--- src/rtl/parking_spot_bank_pkg.sv ---
// Shared constants, spot-state encoding and LED patterns for the parking spot bank.
// The light-pattern helper maps a stored one-hot vehicle size to its LED bar.
package parking_pkg;

    localparam int NUM_SPOTS = 9;
    localparam int TIME_W    = 9;
    localparam int LIGHT_W   = 10;

    localparam logic [2:0] SIZE_CAR = 3'b001;
    localparam logic [2:0] SIZE_VAN = 3'b010;
    localparam logic [2:0] SIZE_BUS = 3'b100;

    typedef enum logic [1:0] {
        ST_EMPTY    = 2'd0,
        ST_OCCUPIED = 2'd1,
        ST_BILLING  = 2'd2
    } spot_state_e;

    localparam logic [LIGHT_W-1:0] LIGHT_OFF   = 10'b0000000000;
    localparam logic [LIGHT_W-1:0] LIGHT_CAR   = 10'b0000000011;
    localparam logic [LIGHT_W-1:0] LIGHT_VAN   = 10'b0000001111;
    localparam logic [LIGHT_W-1:0] LIGHT_BUS   = 10'b0000111111;
    localparam logic [LIGHT_W-1:0] LIGHT_OTHER = 10'b0000000001;
    localparam logic [LIGHT_W-1:0] LIGHT_ALL   = 10'b1111111111;

    function automatic logic [LIGHT_W-1:0] size_bar(input logic [2:0] size);
        logic [LIGHT_W-1:0] bar;
        case (size)
            SIZE_CAR: bar = LIGHT_CAR;
            SIZE_VAN: bar = LIGHT_VAN;
            SIZE_BUS: bar = LIGHT_BUS;
            default:  bar = LIGHT_OTHER;
        endcase
        return bar;
    endfunction

endpackage

--- src/rtl/parking_spot_bank_cell.sv ---
// One parking spot: EMPTY -> OCCUPIED -> BILLING -> EMPTY, driven by single-cycle edge pulses.
// occupied_next exposes the upcoming occupancy so the bank can register free_count alongside occupied.
module parking_spot_cell
    import parking_pkg::*;
(
    input  logic               clock,
    input  logic               resetn,
    input  logic               tick,
    input  logic [TIME_W-1:0]  now,
    input  logic [2:0]         vehicle_size,
    input  logic               car_ev,
    input  logic               attempt_ev,
    input  logic               leave_ev,
    output logic               occupied,
    output logic               occupied_next,
    output logic               calculate_fare,
    output logic [TIME_W-1:0]  start_time,
    output logic [TIME_W-1:0]  final_time,
    output logic [LIGHT_W-1:0] light,
    output logic [2:0]         vsize
);

    spot_state_e        state_r, state_next_s;
    logic [TIME_W-1:0]  start_r, start_next_s;
    logic [TIME_W-1:0]  final_r, final_next_s;
    logic [LIGHT_W-1:0] light_r, light_next_s;
    logic [2:0]         vsize_r, vsize_next_s;
    logic               occupied_r, fare_r;

    // Next state and next stored values; only the event legal for the current state acts.
    always_comb begin
        state_next_s = state_r;
        start_next_s = start_r;
        final_next_s = final_r;
        vsize_next_s = vsize_r;
        light_next_s = light_r;
        case (state_r)
            ST_EMPTY: begin
                if (car_ev) begin
                    state_next_s = ST_OCCUPIED;
                    start_next_s = now;
                    final_next_s = {TIME_W{1'b0}};
                    vsize_next_s = vehicle_size;
                    light_next_s = size_bar(vehicle_size);
                end else begin
                    light_next_s = LIGHT_OFF;
                end
            end
            ST_OCCUPIED: begin
                if (attempt_ev) begin
                    state_next_s = ST_BILLING;
                    final_next_s = now;
                    light_next_s = LIGHT_ALL;
                end else begin
                    light_next_s = size_bar(vsize_r);
                end
            end
            ST_BILLING: begin
                if (leave_ev) begin
                    state_next_s = ST_EMPTY;
                    start_next_s = {TIME_W{1'b0}};
                    final_next_s = {TIME_W{1'b0}};
                    vsize_next_s = 3'b000;
                    light_next_s = LIGHT_OFF;
                end else if (tick) begin
                    light_next_s = ~light_r;
                end else begin
                    light_next_s = light_r;
                end
            end
            default: begin
                // Unused encoding 2'd3 falls back to a clean EMPTY cell.
                state_next_s = ST_EMPTY;
                start_next_s = {TIME_W{1'b0}};
                final_next_s = {TIME_W{1'b0}};
                vsize_next_s = 3'b000;
                light_next_s = LIGHT_OFF;
            end
        endcase
    end

    // State and output registers with synchronous active-low reset.
    always_ff @(posedge clock) begin
        if (!resetn) begin
            state_r    <= ST_EMPTY;
            start_r    <= {TIME_W{1'b0}};
            final_r    <= {TIME_W{1'b0}};
            vsize_r    <= 3'b000;
            light_r    <= LIGHT_OFF;
            occupied_r <= 1'b0;
            fare_r     <= 1'b0;
        end else begin
            state_r    <= state_next_s;
            start_r    <= start_next_s;
            final_r    <= final_next_s;
            vsize_r    <= vsize_next_s;
            light_r    <= light_next_s;
            occupied_r <= (state_next_s != ST_EMPTY);
            fare_r     <= (state_next_s == ST_BILLING);
        end
    end

    assign occupied_next  = resetn && (state_next_s != ST_EMPTY);
    assign occupied       = occupied_r;
    assign calculate_fare = fare_r;
    assign start_time     = start_r;
    assign final_time     = final_r;
    assign light          = light_r;
    assign vsize          = vsize_r;

endmodule

--- src/rtl/parking_spot_bank.sv ---
// Bank of NUM_SPOTS parking cells with a shared tick-driven time base, per-bit rising-edge
// detection of the datapath levels, a registered free-spot count and flattened output buses.
module parking_spot_bank
    import parking_pkg::*;
(
    input  logic                          clock,
    input  logic                          resetn,
    input  logic                          tick,
    input  logic [NUM_SPOTS-1:0]          car_in,
    input  logic [NUM_SPOTS-1:0]          attempt,
    input  logic [NUM_SPOTS-1:0]          leave_to_spots,
    input  logic [2:0]                    vehicle_size,
    output logic [NUM_SPOTS-1:0]          occupied,
    output logic [NUM_SPOTS-1:0]          calculate_fare,
    output logic [NUM_SPOTS*TIME_W-1:0]   start_flat,
    output logic [NUM_SPOTS*TIME_W-1:0]   final_flat,
    output logic [NUM_SPOTS*LIGHT_W-1:0]  light_flat,
    output logic [NUM_SPOTS*3-1:0]        vsize_flat,
    output logic [3:0]                    free_count,
    output logic [TIME_W-1:0]             now
);

    logic [TIME_W-1:0]    now_r;
    logic [NUM_SPOTS-1:0] car_cur_r, car_prev_r;
    logic [NUM_SPOTS-1:0] att_cur_r, att_prev_r;
    logic [NUM_SPOTS-1:0] lv_cur_r, lv_prev_r;
    logic [NUM_SPOTS-1:0] car_ev_s, att_ev_s, lv_ev_s;
    logic [NUM_SPOTS-1:0] occ_next_s;
    logic [3:0]           free_next_s;
    logic [3:0]           free_count_r;

    // Time base and edge-detector registers.
    always_ff @(posedge clock) begin
        if (!resetn) begin
            now_r      <= {TIME_W{1'b0}};
            car_cur_r  <= {NUM_SPOTS{1'b0}};
            car_prev_r <= {NUM_SPOTS{1'b0}};
            att_cur_r  <= {NUM_SPOTS{1'b0}};
            att_prev_r <= {NUM_SPOTS{1'b0}};
            lv_cur_r   <= {NUM_SPOTS{1'b0}};
            lv_prev_r  <= {NUM_SPOTS{1'b0}};
        end else begin
            now_r      <= tick ? now_r + TIME_W'(1) : now_r;
            car_cur_r  <= car_in;
            car_prev_r <= car_cur_r;
            att_cur_r  <= attempt;
            att_prev_r <= att_cur_r;
            lv_cur_r   <= leave_to_spots;
            lv_prev_r  <= lv_cur_r;
        end
    end

    assign car_ev_s = car_cur_r & ~car_prev_r;
    assign att_ev_s = att_cur_r & ~att_prev_r;
    assign lv_ev_s  = lv_cur_r  & ~lv_prev_r;

    genvar g;
    generate
        for (g = 0; g < NUM_SPOTS; g++) begin : g_cell
            parking_spot_cell u_cell (
                .clock          (clock),
                .resetn         (resetn),
                .tick           (tick),
                .now            (now_r),
                .vehicle_size   (vehicle_size),
                .car_ev         (car_ev_s[g]),
                .attempt_ev     (att_ev_s[g]),
                .leave_ev       (lv_ev_s[g]),
                .occupied       (occupied[g]),
                .occupied_next  (occ_next_s[g]),
                .calculate_fare (calculate_fare[g]),
                .start_time     (start_flat[g*TIME_W +: TIME_W]),
                .final_time     (final_flat[g*TIME_W +: TIME_W]),
                .light          (light_flat[g*LIGHT_W +: LIGHT_W]),
                .vsize          (vsize_flat[g*3 +: 3])
            );
        end
    endgenerate

    // Count the cells that will be EMPTY after this edge.
    always_comb begin
        free_next_s = 4'd0;
        for (int i = 0; i < NUM_SPOTS; i++) begin
            free_next_s = free_next_s + {3'd0, ~occ_next_s[i]};
        end
    end

    // Free-spot count register, aligned with the cells' occupied registers.
    always_ff @(posedge clock) begin
        if (!resetn) begin
            free_count_r <= 4'd9;
        end else begin
            free_count_r <= free_next_s;
        end
    end

    assign free_count = free_count_r;
    assign now        = now_r;

endmodule

--- config.mk ---
export PLATFORM = sky130hd
export DESIGN_NAME = parking_spot_bank
export DESIGN_NICKNAME = d
export VERILOG_FILES = /design/src/rtl/parking_spot_bank_pkg.sv /design/src/rtl/parking_spot_bank_cell.sv /design/src/rtl/parking_spot_bank.sv
export SDC_FILE = /design/constraint.sdc
export NUM_CORES = 1
export LEC_CHECK = 0
export BUFFER_PORTS_ARGS = -buffer_cell sky130_fd_sc_hd__buf_2
export CAP_MARGIN = 25
export CORE_ASPECT_RATIO = 1.4
export CORE_UTILIZATION = 50
export CTS_CLUSTER_SIZE = 16
export DETAILED_ROUTE_END_ITERATION = 8
export PLACE_DENSITY = 0.72
export SLEW_MARGIN = 0
export SYNTH_ARGS = -nofsm -noshare
export SYNTH_HDL_FRONTEND = slang
export SYNTH_HIERARCHICAL = 1
export SYNTH_SLANG_ARGS = --single-unit
--- constraint.sdc ---
create_clock -name clock -period 6.8 [get_ports clock]
set_input_delay 0 -clock clock [delete_from_list [all_inputs] [get_ports clock]]
set_output_delay 0 -clock clock [all_outputs]
set_load 0.01 [all_outputs]
Word-level counts from Yosys, hierarchy flattened

Cells that the tools add are included.

Input port bits: 33
Output and inout bits: 310
Register bits: 382
Logic and storage cells: 423

Reduce and logical (&&, ||, !) cells: 45
Bitwise logic cells: 33
Equal/unequal tests: 93
Multiplexer cells: 172
Add/subtract/negate cells: 9

Operators by type and width:

| operator             | count |
|---|---|
| $pmux W9 S3          | 18 |
| $mux W10             | 34 |
| $mux W9              | 36 |
| $pmux W10 S3         | 9 |
| $pmux W6 S3          | 10 |
| $not A10 Y10         | 9 |
| $pmux W3 S3          | 9 |
| $mux W2              | 27 |
| $mux W3              | 18 |
| $ne A2 B2 Y1 const B | 27 |
| $pmux W2 S3          | 9 |
| $reduce_and A3 Y1    | 18 |
| $eq A2 B2 Y1 const B | 18 |
| $eq A3 B1 Y1 const B | 10 |
| $eq A3 B2 Y1 const B | 10 |
| $eq A3 B3 Y1 const B | 10 |
| $and A9 B9 Y9        | 3 |
| $ne A3 B3 Y1 const B | 9 |
| $not A9 Y9           | 3 |
| $add A4 B1 Y4        | 5 |
| $eq A2 B1 Y1 const B | 9 |
| $logic_not A2 Y1     | 9 |
| $not A1 Y1           | 18 |
| $reduce_bool A2 Y1   | 9 |
| 6 further kinds      | 15 |

Logic depth before layout (Yosys ltp)

Word-level depth: 15
Depth in mapped cells: 13
Depth with buffers taken out: 13

By module

The synthesis kept the hierarchy.

By module, submodules not included:

| module                                   | area an instance (µm²) | instances | cells an instance | seq. area each (µm²) |
|---|---|---|---|---|
| parking_spot_cell (g_cell[0].u_cell ...) | 1665.3                 | 8         | 179               | 700.7 |
| parking_spot_bank                        | 2297.2                 | 1         | 209               | 1341.3 |
| parking_spot_cell (g_cell[2].u_cell)     | 1661.6                 | 1         | 181               | 700.7 |

Least setup slack after synthesis

No wires, ideal clock.

Path type: reg-to-reg
Start point: register att_cur_r[6]
End point: register free_count_r[2], in the netlist free_count[2]
Cell stages (with the launch flop): 14
Buffers on the path: 0
Data required time: 6.685 ns
Slack: 3.047 ns
Setup time: 0.115 ns
Period minus slack after synthesis: 3.753 ns
Arrival time: 3.638 ns
Cell sequence: dfxtp_1 nor2b_1 inv_1 a21oi_1 nor3b_2 or2_1 fa_1 inv_1 fa_1 fa_1 fa_1 fa_1 xor2_1 and2_1

Longest elaborated chain between the ends: 9

Ends and longest elaborated chain:

| element                    | RTL line                      | text |
|---|---|---|
| from (decl)                | parking_spot_bank.sv:25       | `logic [NUM_SPOTS-1:0] att_cur_r, att_prev_r;` |
| from (signal assigned)     | parking_spot_bank.sv:38       | `att_cur_r <= {NUM_SPOTS{1'b0}};` |
| from (signal assigned)     | parking_spot_bank.sv:46       | `att_cur_r <= attempt;` |
| $and A9 B9 Y9              | parking_spot_bank.sv:54       | `assign att_ev_s = att_cur_r & ~att_prev_r;` |
| net att_ev_s[6]            | parking_spot_bank.sv:27       | `logic [NUM_SPOTS-1:0] car_ev_s, att_ev_s, lv_ev_s;` |
| $mux W2                    | parking_spot_bank_cell.sv:50  | `if (attempt_ev) begin` |
| $pmux W2 S3                | parking_spot_bank_cell.sv:37  | `case (state_r)` |
| $reduce_bool A2 Y1         | parking_spot_bank_cell.sv:103 | `assign occupied_next = resetn && (state_next_s != ST_EMPTY);` |
| $logic_and A1 B1 Y1        | parking_spot_bank_cell.sv:103 |  |
| net occ_next_s[6]          | parking_spot_bank.sv:28       | `logic [NUM_SPOTS-1:0] occ_next_s;` |
| $not A1 Y1                 | parking_spot_bank.sv:84       | `free_next_s = free_next_s + {3'd0, ~occ_next_s[i]};` |
| $add A4 B1 Y4 (3 in a row) | parking_spot_bank.sv:84       |  |
| to (signal assigned)       | parking_spot_bank.sv:93       | `free_count_r <= free_next_s;` |
| to (decl)                  | parking_spot_bank.sv:30       | `logic [3:0] free_count_r;` |

The timed path passes the listed nets, and every way through them passes these cells.
A chain may end at the register's enable or synchronous reset.

Worst setup path in the final report

Start point: register g_cell[0].u_cell.state_r[0]
End point: register free_count_r[2], in the netlist free_count[2]

Longest elaborated chain between the ends: 13
Elaborated cells between the ends (all ways): 18
Classes of those cells: 8 x add/sub; 2 x eq/ne; 4 x mux; 1 x bitwise; 3 x reduce/logical

Ends and longest elaborated chain:

| element                              | RTL line                      | text |
|---|---|---|
| from (decl)                          | parking_spot_bank_cell.sv:23  | `spot_state_e state_r, state_next_s;` |
| from (signal assigned)               | parking_spot_bank_cell.sv:93  | `state_r <= state_next_s;` |
| $eq A2 B2 Y1 (tied with other cells) | parking_spot_bank_cell.sv:37  |  |
| $pmux W2 S3 *                        | parking_spot_bank_cell.sv:37  |  |
| $reduce_bool A2 Y1 *                 | parking_spot_bank_cell.sv:103 |  |
| $logic_and A1 B1 Y1 *                | parking_spot_bank_cell.sv:103 |  |
| net occ_next_s[0]                    | parking_spot_bank.sv:28       |  |
| $not A1 Y1 *                         | parking_spot_bank.sv:84       |  |
| $add A1 B1 Y2 *                      | parking_spot_bank.sv:84       |  |
| $add A2 B1 Y3 *                      | parking_spot_bank.sv:84       |  |
| $add A3 B1 Y4 *                      | parking_spot_bank.sv:84       |  |
| $add A4 B1 Y4 * (5 in a row)         | parking_spot_bank.sv:84       |  |

Mark *: on every way through the listed nets, which the timed path passes. The rest lies on a longest branch.

==> results.json <==
{
  "fillerInstances": 3001,
  "grt_pass1_wl_mm": 73.4,
  "worstPathCellList": "nor2b_2 -> nand2_1 -> a21boi_1 -> or2_1 -> fa_1 -> inv_1 -> fa_1 -> fa_1 -> fa_1 -> fa_1 -> xor2_1 -> and2_1",
  "ys_types": 58,
  "ant_nets": 0,
  "routed_wl_mm": 47.6,
  "place_congestion": 0.879,
  "clock_latency_ns": 0.54,
  "dp_hpwl_mm": 31.3,
  "report.power.total_mw": 5.01,
  "portBuffers": 342,
  "cts_max_path_buffers": 3,
  "min_period_ns": 4.52,
  "post_drt_wl_per_cell_um": 18.4,
  "start_util_pct": 50.8,
  "synth_edf_count": 0,
  "grt_pass1_vias": 13400,
  "ys_seq_area_share_pct": 44.3,
  "clockRootBuffer": "clkbuf_16",
  "die-area_um2": 35300,
  "maxSlewViolCount": 0,
  "slowest_delay_ns": 0.71,
  "hold_viol": 0,
  "slowest_stage": "dfxtp_1",
  "grt_use_total_pct": 26.1,
  "cp-start-kind": "flip-flop",
  "syn_avg_cell_area_um2": 9.48,
  "tritoncts": "built",
  "crit_family": "adder cells",
  "finalNonFillerCells": 2595,
  "grt_max_degree": 148,
  "fmax_ghz": 0.221,
  "setup_viol": 0,
  "final.setup.tns_ns": 0,
  "holdWs_ns": 0.141,
  "arrival_ns": 4.94,
  "async_flop_share_pct": 0,
  "die_h_um": 222,
  "critPathMaxFanout": 22,
  "hold_class": "input pin to flip-flop",
  "period_share_pct": 66.5,
  "final_cell_mix": "376 x dfxtp_1, 340 x buf_2, 141 x nand2_1",
  "path_class": "flip-flop to flip-flop",
  "ios": 343,
  "drtIter0Drc": 844,
  "dieWidth_um": 159,
  "yosys_warnings": 6,
  "via_per_inst": 5.50,
  "core_um2": 34000,
  "postLayoutCellArea_um2": 20300,
  "maxCapViolations": 0,
  "cp_num_buf_inv": 1,
  "ys.flop_type": "dfxtp_1",
  "synthesis.area_um2": 17300,
  "syn_inst": 1822,
  "drcViolationCount": 0,
  "antenna_found_initial": 0,
  "final_common_cell": "dfxtp_1",
  "ctsHtreeMaxLevel": 2,
  "rsz0062_at_grt": "no",
  "worst_pin_slew_ns": 1.03,
  "clk_transition_reported_paths_ns": 0.06,
  "max-slew-margin-rel_pct": 31.3,
  "place_area_um2": 18800,
  "cts.repair.resized": 0,
  "dr.pass1.iters": 8,
  "grt-ovfl-total": 0,
  "leakagePower_nw": 8.29,
  "ir_worst_vdd_uv": 196,
  "synth_nets": 1863,
  "num_vias": 14300,
  "ys_seq_elements": 382,
  "final_nets": 2156,
  "run_status": "finished clean",
  "cpMostUsedCell": "fa_1",
  "finClkSkew_ns": 0.0136,
  "drive_above_1_share_pct": 23.9,
  "cp-end-kind": "flip-flop",
  "critPathRequiredTime_ns": 7.22,
  "num_rows": 80,
  "placed_cells": 2498,
  "area_growth_pct": 17.7,
  "numClockSinks": 382,
  "numCtsBuffers": 39,
  "cellPowerDensity_nw_per_um2": 246
}
## logic make-up (layout without fill, tap and decap cells)
| logic type | Yosys count | count (layout) | synth area share [%] |
|---|---|---|---|
| mux | 10 | 10 | 0.840 |
| xor+xnor | 68 | 68 | 3.45 |
| compound gates | 432 | 432 | 16.6 |
| simple gates | 777 | 777 | 28.7 |
| flops | 382 | 382 | 44.3 |
| other cells | 0 | 2 | 0 |
| fa+ha+maj | 8 | 8 | 0.796 |
| buf+inv | 145 | 465 | 5.32 |
## metal layers
layer  global-route usage (%)  share of wire (%)  up-vias
li1                         -                  -     6901
met1                     31.0                 40     6800
met2                     45.3                 49      459
met3                     4.49                5.6      115
met4                     12.7                4.6        0
met5                        0                  0        -
## registers in the layout, indices dropped and copies added, names as in the netlist, 18 cells and up
signal and cells:
g_cell.u_cell/final_time 81, g_cell.u_cell/light 90, g_cell.u_cell/start_time 81, g_cell.u_cell/state_r 18, g_cell.u_cell/vsize 27
## worst register-to-register path, stage by stage (launching register included)
cell,delay [ns]
dfxtp_1,0.71
nor2b_2,0.52
nand2_1,0.16
a21boi_1,0.25
or2_1,0.24
fa_1,0.44
inv_1,0.08
fa_1,0.43
fa_1,0.46
fa_1,0.42
fa_1,0.39
xor2_1,0.16
and2_1,0.15
## where the power goes
group	internal (mW)	switching, mW
Combinational	0.224	0.275
Sequential	2.31	0.0841
Clock	1.26	0.860
## final timing paths
check / startpoint / endpoint / slack (ns) / depth (start not counted)
worst max register to register: g_cell[0].u_cell/state_r[0]$_SDFF_PN0_ / free_count[2]$_SDFF_PN0_ / 2.28 / 12
worst max-delay path: g_cell[0].u_cell/state_r[0]$_SDFF_PN0_ / free_count[2]$_SDFF_PN0_ / 2.28 / 12
worst min-delay path: resetn / g_cell[0].u_cell/light[2]$_SDFFE_PN0P_ / 0.14 / 2
worst min register to register: att_cur_r[2]$_SDFF_PN0_ / att_prev_r[2]$_SDFF_PN0_ / 0.44 / 1
## stage by stage
stage                     worst slack (ns)  utilization (%)
final                                 2.28             59.8
after global routing                  2.05             59.8
after CTS                             2.28             59.8
after detailed placement              2.30             55.2
after global placement                2.42             55.2
after floorplan                       3.05                -
## area by class of cell
class,instances,area (µm²),area share (%)
diodes,2,5.00,0.0246
clock buffers,62,1210,5.97
clock inverters,6,55.1,0.271
inverters,19,71.3,0.351
multi-input cells,1295,8710,42.8
flip-flops and latches,382,7650,37.6
well taps,451,564,2.77
repair buffers,378,2060,10.1
## cell usage after synthesis, drive strengths merged, types with 5 or more instances
cell | instances | area [µm²]
a21boi | 137 | 1030
a21oi | 135 | 676
a31o | 8 | 70.1
and2 | 69 | 432
and2b | 8 | 60.1
and4bb | 40 | 500
buf | 68 | 571
clkbuf | 58 | 278
dfxtp | 382 | 7650
fa | 5 | 100
inv | 19 | 71.3
mux2 | 9 | 135
nand2 | 141 | 529
nand2b | 19 | 126
nand3b | 72 | 541
nand4 | 14 | 103
nand4b | 8 | 70.1
nor2 | 133 | 518
nor2b | 144 | 921
nor3 | 9 | 45.0
nor3b | 9 | 113
nor4b | 21 | 184
nor4bb | 56 | 561
o21a | 38 | 285
o21ai | 67 | 365
o22ai | 18 | 176
o311a | 9 | 90.1
o311ai | 8 | 70.1
o32ai | 10 | 95.1
or2 | 18 | 113
or3b | 9 | 98.9
xnor2 | 57 | 499
xor2 | 11 | 96.3
## timing repair
action | CTS | global route
buffers inserted | 0 | 0
endpoints found under the hold margin | 27 | 0
hold buffers | 27 | 0
(Power assumes the default switching activity.)
